**src/rtl/frb_template_player_if.sv**
```systemverilog
// Bus bundle for frb_template_player: host template writes, playback control,
// sample stream in/out and both template RAM ports.
// The player takes the slave modport; the host/RAM side takes master.
interface frb_template_player_if #(
    parameter int DATA_WIDTH = 8,
    parameter int ADDR_WIDTH = 5
);
    // host write port
    logic                  wr_en;
    logic [ADDR_WIDTH-1:0] wr_addr;
    logic [DATA_WIDTH-1:0] wr_data;
    // playback control
    logic                  trigger;
    logic                  stop;
    logic [ADDR_WIDTH:0]   len;
    // sample stream
    logic [DATA_WIDTH-1:0] din;
    logic [DATA_WIDTH-1:0] dout;
    logic                  inject;
    logic                  busy;
    logic                  done;
    logic                  wr_err;
    // template RAM ports
    logic                  ram_we_a;
    logic [ADDR_WIDTH-1:0] ram_addr_a;
    logic [DATA_WIDTH-1:0] ram_dat_a;
    logic                  ram_we_b;
    logic [ADDR_WIDTH-1:0] ram_addr_b;
    logic [DATA_WIDTH-1:0] ram_dout_b;

    modport slave (
        input  wr_en, wr_addr, wr_data, trigger, stop, len, din, ram_dout_b,
        output ram_we_a, ram_addr_a, ram_dat_a, ram_we_b, ram_addr_b,
               dout, inject, busy, done, wr_err
    );

    modport master (
        output wr_en, wr_addr, wr_data, trigger, stop, len, din, ram_dout_b,
        input  ram_we_a, ram_addr_a, ram_dat_a, ram_we_b, ram_addr_b,
               dout, inject, busy, done, wr_err
    );
endinterface

```
**src/rtl/frb_template_player.sv**
```systemverilog
// Synthetic-FRB template playback controller.
// Host writes reach RAM port A only while idle. On a trigger the template is
// read through port B and saturating-added onto the sample stream, which is
// always delayed by two cycles so injected and plain samples stay aligned.
// Optional build macro PLAY_LOOP_EN: playback wraps at the end of the template
// and runs until stop or rst, with done pulsing once per pass.
module frb_template_player #(
    parameter int DATA_WIDTH = 8,
    parameter int ADDR_WIDTH = 5
) (
    input  logic                  clk,
    input  logic                  rst,
    frb_template_player_if.slave  bus
);

    typedef enum logic {IDLE = 1'b0, PLAY = 1'b1} state_t;

    localparam logic signed [DATA_WIDTH-1:0] SAT_MAX = {1'b0, {(DATA_WIDTH-1){1'b1}}};
    localparam logic signed [DATA_WIDTH-1:0] SAT_MIN = {1'b1, {(DATA_WIDTH-1){1'b0}}};

    state_t                        state_q, state_d;
    logic [ADDR_WIDTH:0]           len_q, len_d;
    logic [ADDR_WIDTH-1:0]         addr_b_q, addr_b_d;
    // rd_vld: a read was issued last cycle, so ram_dout_b holds a template sample
    logic                          rd_vld_q, rd_vld_d;
    // last: that read was the final address of a pass
    logic                          last_q, last_d;
    logic signed [DATA_WIDTH-1:0]  din_dly_q, din_dly_d;
    logic signed [DATA_WIDTH-1:0]  dout_q, dout_d;
    logic                          inject_q, inject_d;
    logic                          done_q, done_d;
    logic                          busy_q, busy_d;
    logic                          wr_err_q, wr_err_d;

    logic                          at_last;
    logic signed [DATA_WIDTH:0]    tmpl_ext;
    logic signed [DATA_WIDTH:0]    sum;

    assign at_last = ({1'b0, addr_b_q} == (len_q - 1'b1));

    // Next-state and read-address sequencing for the playback FSM
    always_comb begin
        state_d  = state_q;
        len_d    = len_q;
        addr_b_d = addr_b_q;
        rd_vld_d = 1'b0;
        last_d   = 1'b0;
        case (state_q)
            IDLE: begin
                addr_b_d = '0;
                if (bus.trigger && (bus.len != '0)) begin
                    state_d = PLAY;
                    len_d   = bus.len;
                end
            end
            PLAY: begin
                if (bus.stop) begin
                    // the read presented this cycle is discarded; earlier ones drain
                    state_d  = IDLE;
                    addr_b_d = '0;
                end else begin
                    rd_vld_d = 1'b1;
                    last_d   = at_last;
                    if (at_last) begin
                        addr_b_d = '0;
`ifdef PLAY_LOOP_EN
                        state_d  = PLAY;
`else
                        state_d  = IDLE;
`endif
                    end else begin
                        addr_b_d = addr_b_q + 1'b1;
                    end
                end
            end
            default: state_d = IDLE;
        endcase
        busy_d   = (state_d == PLAY);
        wr_err_d = bus.wr_en && (state_q == PLAY);
    end

    // Stream datapath: one delay stage for din, then saturating add into dout
    always_comb begin
        din_dly_d = bus.din;
        tmpl_ext  = rd_vld_q ? {bus.ram_dout_b[DATA_WIDTH-1], bus.ram_dout_b} : '0;
        sum       = {din_dly_q[DATA_WIDTH-1], din_dly_q} + tmpl_ext;
        if (sum[DATA_WIDTH] != sum[DATA_WIDTH-1])
            dout_d = sum[DATA_WIDTH] ? SAT_MIN : SAT_MAX;
        else
            dout_d = sum[DATA_WIDTH-1:0];
        inject_d = rd_vld_q;
        done_d   = last_q;
    end

    // All state and registered outputs
    always_ff @(posedge clk) begin
        if (rst) begin
            state_q   <= IDLE;
            len_q     <= '0;
            addr_b_q  <= '0;
            rd_vld_q  <= 1'b0;
            last_q    <= 1'b0;
            din_dly_q <= '0;
            dout_q    <= '0;
            inject_q  <= 1'b0;
            done_q    <= 1'b0;
            busy_q    <= 1'b0;
            wr_err_q  <= 1'b0;
        end else begin
            state_q   <= state_d;
            len_q     <= len_d;
            addr_b_q  <= addr_b_d;
            rd_vld_q  <= rd_vld_d;
            last_q    <= last_d;
            din_dly_q <= din_dly_d;
            dout_q    <= dout_d;
            inject_q  <= inject_d;
            done_q    <= done_d;
            busy_q    <= busy_d;
            wr_err_q  <= wr_err_d;
        end
    end

    // Port A is a straight pass-through, gated so the template is frozen during playback
    assign bus.ram_we_a   = bus.wr_en && (state_q == IDLE) && !rst;
    assign bus.ram_addr_a = bus.wr_addr;
    assign bus.ram_dat_a  = bus.wr_data;
    assign bus.ram_we_b   = 1'b0;
    assign bus.ram_addr_b = addr_b_q;
    assign bus.dout       = dout_q;
    assign bus.inject     = inject_q;
    assign bus.busy       = busy_q;
    assign bus.done       = done_q;
    assign bus.wr_err     = wr_err_q;

endmodule
```
**src/flat_wrapper.sv**
```systemverilog
// flat-port wrapper written by rule: the top's interface ports become plain ports
module frb_template_player_flat 
#(
    parameter int DATA_WIDTH = 8,
    parameter int ADDR_WIDTH = 5
)
  (clk, rst, bus_wr_en, bus_wr_addr, bus_wr_data, bus_trigger, bus_stop, bus_len, bus_din, bus_ram_dout_b, bus_ram_we_a, bus_ram_addr_a, bus_ram_dat_a, bus_ram_we_b, bus_ram_addr_b, bus_dout, bus_inject, bus_busy, bus_done, bus_wr_err);
  frb_template_player_if #(.DATA_WIDTH(DATA_WIDTH), .ADDR_WIDTH(ADDR_WIDTH)) bus_i ();
  input  logic clk;
  input  logic rst;
  input wire logic [$bits(bus_i.wr_en)-1:0] bus_wr_en;
  input wire logic [$bits(bus_i.wr_addr)-1:0] bus_wr_addr;
  input wire logic [$bits(bus_i.wr_data)-1:0] bus_wr_data;
  input wire logic [$bits(bus_i.trigger)-1:0] bus_trigger;
  input wire logic [$bits(bus_i.stop)-1:0] bus_stop;
  input wire logic [$bits(bus_i.len)-1:0] bus_len;
  input wire logic [$bits(bus_i.din)-1:0] bus_din;
  input wire logic [$bits(bus_i.ram_dout_b)-1:0] bus_ram_dout_b;
  output wire logic [$bits(bus_i.ram_we_a)-1:0] bus_ram_we_a;
  output wire logic [$bits(bus_i.ram_addr_a)-1:0] bus_ram_addr_a;
  output wire logic [$bits(bus_i.ram_dat_a)-1:0] bus_ram_dat_a;
  output wire logic [$bits(bus_i.ram_we_b)-1:0] bus_ram_we_b;
  output wire logic [$bits(bus_i.ram_addr_b)-1:0] bus_ram_addr_b;
  output wire logic [$bits(bus_i.dout)-1:0] bus_dout;
  output wire logic [$bits(bus_i.inject)-1:0] bus_inject;
  output wire logic [$bits(bus_i.busy)-1:0] bus_busy;
  output wire logic [$bits(bus_i.done)-1:0] bus_done;
  output wire logic [$bits(bus_i.wr_err)-1:0] bus_wr_err;
  assign bus_i.wr_en = bus_wr_en;
  assign bus_i.wr_addr = bus_wr_addr;
  assign bus_i.wr_data = bus_wr_data;
  assign bus_i.trigger = bus_trigger;
  assign bus_i.stop = bus_stop;
  assign bus_i.len = bus_len;
  assign bus_i.din = bus_din;
  assign bus_i.ram_dout_b = bus_ram_dout_b;
  assign bus_ram_we_a = bus_i.ram_we_a;
  assign bus_ram_addr_a = bus_i.ram_addr_a;
  assign bus_ram_dat_a = bus_i.ram_dat_a;
  assign bus_ram_we_b = bus_i.ram_we_b;
  assign bus_ram_addr_b = bus_i.ram_addr_b;
  assign bus_dout = bus_i.dout;
  assign bus_inject = bus_i.inject;
  assign bus_busy = bus_i.busy;
  assign bus_done = bus_i.done;
  assign bus_wr_err = bus_i.wr_err;
  frb_template_player #(.DATA_WIDTH(DATA_WIDTH), .ADDR_WIDTH(ADDR_WIDTH)) u_core (.clk(clk), .rst(rst), .bus(bus_i));
endmodule
```
**config.mk**
```make
export PLATFORM = sky130hd
export DESIGN_NAME = frb_template_player_flat
export DESIGN_NICKNAME = d
export VERILOG_FILES = /design/src/rtl/frb_template_player_if.sv /design/src/rtl/frb_template_player.sv /design/src/flat_wrapper.sv
export SDC_FILE = /design/constraint.sdc
export NUM_CORES = 1
export LEC_CHECK = 0
export BUFFER_PORTS_ARGS = -buffer_cell sky130_fd_sc_hd__buf_2
export CAP_MARGIN = 25
export CORE_AREA = 2 2 73 75
export CTS_CLUSTER_SIZE = 12
export DETAILED_ROUTE_END_ITERATION = 8
export DIE_AREA = 0 0 75 77
export GPL_ROUTABILITY_DRIVEN = 0
export GPL_TIMING_DRIVEN = 0
export PLACE_DENSITY = 0.59
export SYNTH_ARGS = -nofsm -noshare
export SYNTH_HDL_FRONTEND = slang
export SYNTH_SLANG_ARGS = --single-unit
export TNS_END_PERCENT = 30
```
**constraint.sdc**
```tcl
create_clock -name clk -period 4.8 [get_ports clk]
set_clock_uncertainty 0.15 [all_clocks]
set_input_delay 0.24 -clock clk [delete_from_list [all_inputs] [get_ports clk]]
set_output_delay 0.24 -clock clk [all_outputs]
set_load 0.05 [all_outputs]
```
=== Word level (Yosys, flattened, before mapping) ===
Index checks and enable logic that the tools add are counted.
W data, S select, Z words.

* $add $sub $neg: 3
* Equal/unequal tests: 2
* Muxes and demuxes: 11
* Bitwise logic cells: 1
* Reductions and logical operators: 9

{| class="wikitable"
|+ Operator list
! operator !! count
|-
| $mux W8 || 2
|-
| $mux W5 || 2
|-
| $pmux W5 S2 || 1
|-
| $add A9 B9 Y9 || 1
|-
| $mux W9 || 1
|-
| $eq A5 B6 Y1 || 1
|-
| $reduce_bool A6 Y1 || 1
|-
| $sub A6 B1 Y6 const B || 1
|-
| $add A5 B1 Y5 const B || 1
|-
| $logic_and A1 B1 Y1 || 4
|-
| $mux W1 || 4
|-
| $reduce_or A3 Y1 || 1
|-
| $pmux W1 S2 || 1
|-
| $reduce_and A2 Y1 || 1
|-
| $reduce_or A2 Y1 || 1
|-
| $logic_not A1 Y1 || 1
|-
| $ne A1 B1 Y1 || 1
|-
| $not A1 Y1 || 1
|}

* Bits in registers: 33
* Output and inout bits: 32
* Logic and storage cells: 36

=== Longest topological paths before layout ===
* Depth after elaboration: 5
* Gate-level depth with buffers: 10
* Mapped depth without buffers: 10

=== Worst setup path before layout ===
Ideal clock, no wire load.

* Path type: reg2reg
* Start: register u_core.rd_vld_q (netlist: u_core.inject_d)
* End: register u_core.dout_q[6] (netlist: u_core.bus.dout[6])
* Data arrival time: 2110 ps
* Required time: 4562 ps
* Path slack: 2452 ps
* Stages on the path, launching flop included: 11
* Buffers on the path: 0
* Cell sequence: dfxtp_1 -> and2_1 -> ha_1 -> inv_1 -> fa_1 -> nor2b_2 -> o31ai_1 -> a21boi_2 -> xnor2_1 -> maj3_2 -> o32ai_2

* Longest elaborated chain between the ends: 4
* Elaborated cells between the ends (all ways): 5
* Those cells by class: add/sub (1); eq/ne (1); mux (3)

{| class="wikitable"
|+ Ends and longest elaborated chain
! what !! line !! text
|-
| from (decl) || frb_template_player.sv:25 || <nowiki>logic rd_vld_q, rd_vld_d;</nowiki>
|-
| from (signal assigned) || frb_template_player.sv:113 || <nowiki>rd_vld_q <= rd_vld_d;</nowiki>
|-
| $mux W9 * || frb_template_player.sv:85 || <nowiki>tmpl_ext = rd_vld_q ? {bus.ram_dout_b[DATA_WIDTH-1], bus.ram_dout_b} : '0;</nowiki>
|-
| $add A9 B9 Y9 * || frb_template_player.sv:86 || <nowiki>sum = {din_dly_q[DATA_WIDTH-1], din_dly_q} + tmpl_ext;</nowiki>
|-
| $mux W8 or $ne A1 B1 Y1 (tied branches) || frb_template_player.sv:88, frb_template_player.sv:87 ||
|-
| $mux W8 * || frb_template_player.sv:87 || <nowiki>if (sum[DATA_WIDTH] != sum[DATA_WIDTH-1])</nowiki>
|-
| to (signal assigned) || frb_template_player.sv:116 || <nowiki>dout_q <= dout_d;</nowiki>
|-
| to (decl) || frb_template_player.sv:29 || <nowiki>logic signed [DATA_WIDTH-1:0] dout_q, dout_d;</nowiki>
|}

Every way passes the cells marked *; elsewhere a longest branch is shown, timed or not.
A chain may end at the register's enable or synchronous reset.

=== Worst setup path in the final report ===
* Start: register u_core.rd_vld_q (netlist: u_core.inject_d)
* End: register u_core.dout_q[3] (netlist: u_core.bus.dout[3])

The elaborated chain is that of the path after synthesis.

==> results.txt <==
status = finished, final reports clean
first-pass GRT wire length = 6050 um
Slew @ Worst Pin = 534 ps
register area share after synthesis = 36.3%
Post-Syn Area = 1820 um^2
f_max = 0.356 GHz
Cell variety after synth = 52
Max VDD drop = 0.000125 V
total gr overflow = 0
number of antenna violations at the first check in global routing = 0
die width = 75 um
CTS tree = built
CTS clk-pin slew, worst paths = 70 ps
Hold Slack = 4.45 ps
most common library cell in the layout ignoring fill and taps = buf_2
Max Cap Viol = 0
Reg2Reg Launch Point = u_core.inject_d$_SDFF_PP0_
Worst Path Arrival = 2870 ps
cell-internal power = 0.445 mW
Via-to-Cell Ratio = 4.53
Hold Vio Cnt, Final = 0
sequential share of power = 44.9%
P_leak = 1.08 nW
RSZ-0062 raised after global routing = false
Initial Utilization = 36.5%
switching power total = 0.214 mW
syn avg cell area = 8.87 um^2
Longest Clk Path Bufs = 2
EDFF count, synth = 0
Pwr Density = 283 nW/um^2
Rel. slew slack = 64.4%
CP Capture Type = flop
H-tree depth = 2
endpoints failing setup = 0
Tcrit/Tclk final = 58.5%
Area growth syn-to-layout = 28.0%
Num Clock Sinks = 33
drt wl/cell = 11.0 um
largest net degree at the start of global routing = 12
CTS resizes = 0
CTS buffer count = 5
row cnt = 26
fill count = 525
Critical Path Fanout Max = 9
DR iter-0 viols = 48
YS warnings = 0
detailed-route wire length = 3800 um
hpwl dp = 2850 um
Core ar. = 4980 um^2
io pins = 72
vias = 1562
Tmin final = 2810 ps
Critical Path Start = u_core.inject_d$_SDFF_PP0_
setup tns final = 0 ps
Top FF cell, synth = dfxtp_1
number of global-route vias before repair = 1407
Startpoint Class = flop
root buf cell = clkbuf_8
Setup CP Type = reg -> reg
Post-CTS Setup Repair Bufs = 0
Comb pwr share = 23.4%
first drt pass iteration count = 4
clock power share = 31.7%
fin nets = 325
Die H = 77 um
post-synthesis register bit count = 33
Global Route Usage Sum = 13.6%
Skew-Pair Late Insertion Delay = 290 ps
layout cells sized above 1 = 34.9%
Die ar. = 5780 um^2
most frequent cells in the layout = buf_2, dfxtp_1, nor2_1, o21ai_0, buf_4
drt drc = 0
min-delay src = bus_din[6]
max-slew violations = 0
Post-Synthesis Cells = 205
Hold Path Class = in -> reg
Post-DRT Antenna Nets = 0
Syn Nets = 256
Worst Path Required = 4860 ps
# port buffers = 57
Antenna Cells = 0
async set-reset flop share out of synthesis = 0%
switching portion of total power = 32.5%
-- power groups by stage --
stage,sequential (mW),clock [mW],combinational [mW]
4_1_cts,0.296,0.214,0.155
3_3_place_gp,0.303,0,0.150
3_5_place_dp,0.303,0,0.151
2_1_floorplan,0.326,0,0.0911
6_report,0.296,0.209,0.154
5_1_grt,0.298,0.225,0.166
-- layer usage --
| layer | vias up | GRT usage [%] | share of wire [%] |
|---|---|---|---|
| met3 | 8 | 4.20 | 5.4 |
| met5 | - | 0 | 0 |
| li1 | 827 | - | - |
| met2 | 41 | 22.1 | 48 |
| met4 | 0 | 5.36 | 1.7 |
| met1 | 686 | 16.3 | 45 |
-- timing repair --
item	CTS	global route
endpoints found under the setup margin	0	0
hold buffers	5	0
endpoints found under the hold margin	5	0
-- synth_stat cells (2+ instances only) --
master / n / area, um^2
a21oi_1: 8 / 40.0
mux2i_1: 5 / 50.1
nor2b_1: 10 / 62.6
nor2_1: 17 / 63.8
and2_1: 8 / 50.1
nor3_1: 4 / 20.0
nand3_1: 2 / 10.0
nor3b_1: 2 / 15.0
xnor2_1: 7 / 61.3
dfxtp_1: 33 / 661
o21ai_0: 17 / 85.1
xor2_1: 6 / 52.6
ha_1: 10 / 125
clkbuf_1: 3 / 11.3
nand2_1: 9 / 33.8
buf_2: 2 / 10.0
inv_1: 8 / 30.0
buf_4: 14 / 105
a31oi_1: 7 / 43.8
-- worst max-delay path, stage by stage, from the launching register on --
cell and delay, ps:
dfxtp_1 470, and2_1 170, ha_1 210, inv_1 70, fa_1 410, nor2b_2 140
o31ai_1 120, a21oi_1 460, and2_4 290, nand2_1 60, a31oi_1 180
-- final timing paths --
check / slack [ps] / cells past startpoint / end
worst max-delay path: 1990 / 10 / u_core.bus.dout[3]$_SDFF_PP0_
worst min register to register: 300 / 1 / u_core.bus.done$_SDFF_PP0_
worst min-delay path: 4 / 2 / u_core.din_dly_q[6]$_SDFF_PP0_
worst max register to register: 1990 / 10 / u_core.bus.dout[3]$_SDFF_PP0_
-- cell type report --
type / count / area [um^2] / share of cell area, %
clock inverters: 3 / 17.5 / 0.753
flip-flops and latches: 33 / 661 / 28.4
repair buffers: 62 / 335 / 14.4
inverters: 9 / 33.8 / 1.45
multi-input cells: 143 / 992 / 42.6
clock buffers: 5 / 68.8 / 2.96
well taps: 70 / 87.6 / 3.76
plain buffers: 20 / 131 / 5.65
-- state kept, by name, summed over array words and instances (netlist names) --
register               flops
u_core.bus.inject          1
u_core.inject_d            1
u_core.done_d              1
u_core.bus.done            1
u_core.din_dly_q           8
u_core.len_q               6
u_core.bus.wr_err          1
u_core.bus.dout            8
u_core.bus.busy            1
u_core.bus.ram_addr_b      5
-- logic make-up after synthesis --
group,Yosys count,synth area share [%]
simple gates,65,20.0
mux,5,2.75
flops,33,36.3
other cells,1,0.206
fa+ha+maj,12,8.60
buf+inv,29,9.08
compound gates,47,16.7
xor+xnor,13,6.26
-- per-stage QoR --
stage / worst slack [ps] / cell area (um^2) / std cells / power (mW) / utilization [%]
final: 1990 / 2330 / 345 / 0.659 / 46.8
after global routing: 1690 / 2330 / 345 / 0.690 / 46.8
after CTS: 1950 / 2330 / 345 / 0.666 / 46.8
after detailed placement: 1980 / 2190 / 332 / 0.454 / 44.0
after global placement: 1950 / 2190 / 332 / 0.453 / 44.0
after floorplan: 2450 / 1820 / 205 / 0.417 / -
(Power assumes the default switching activity.)
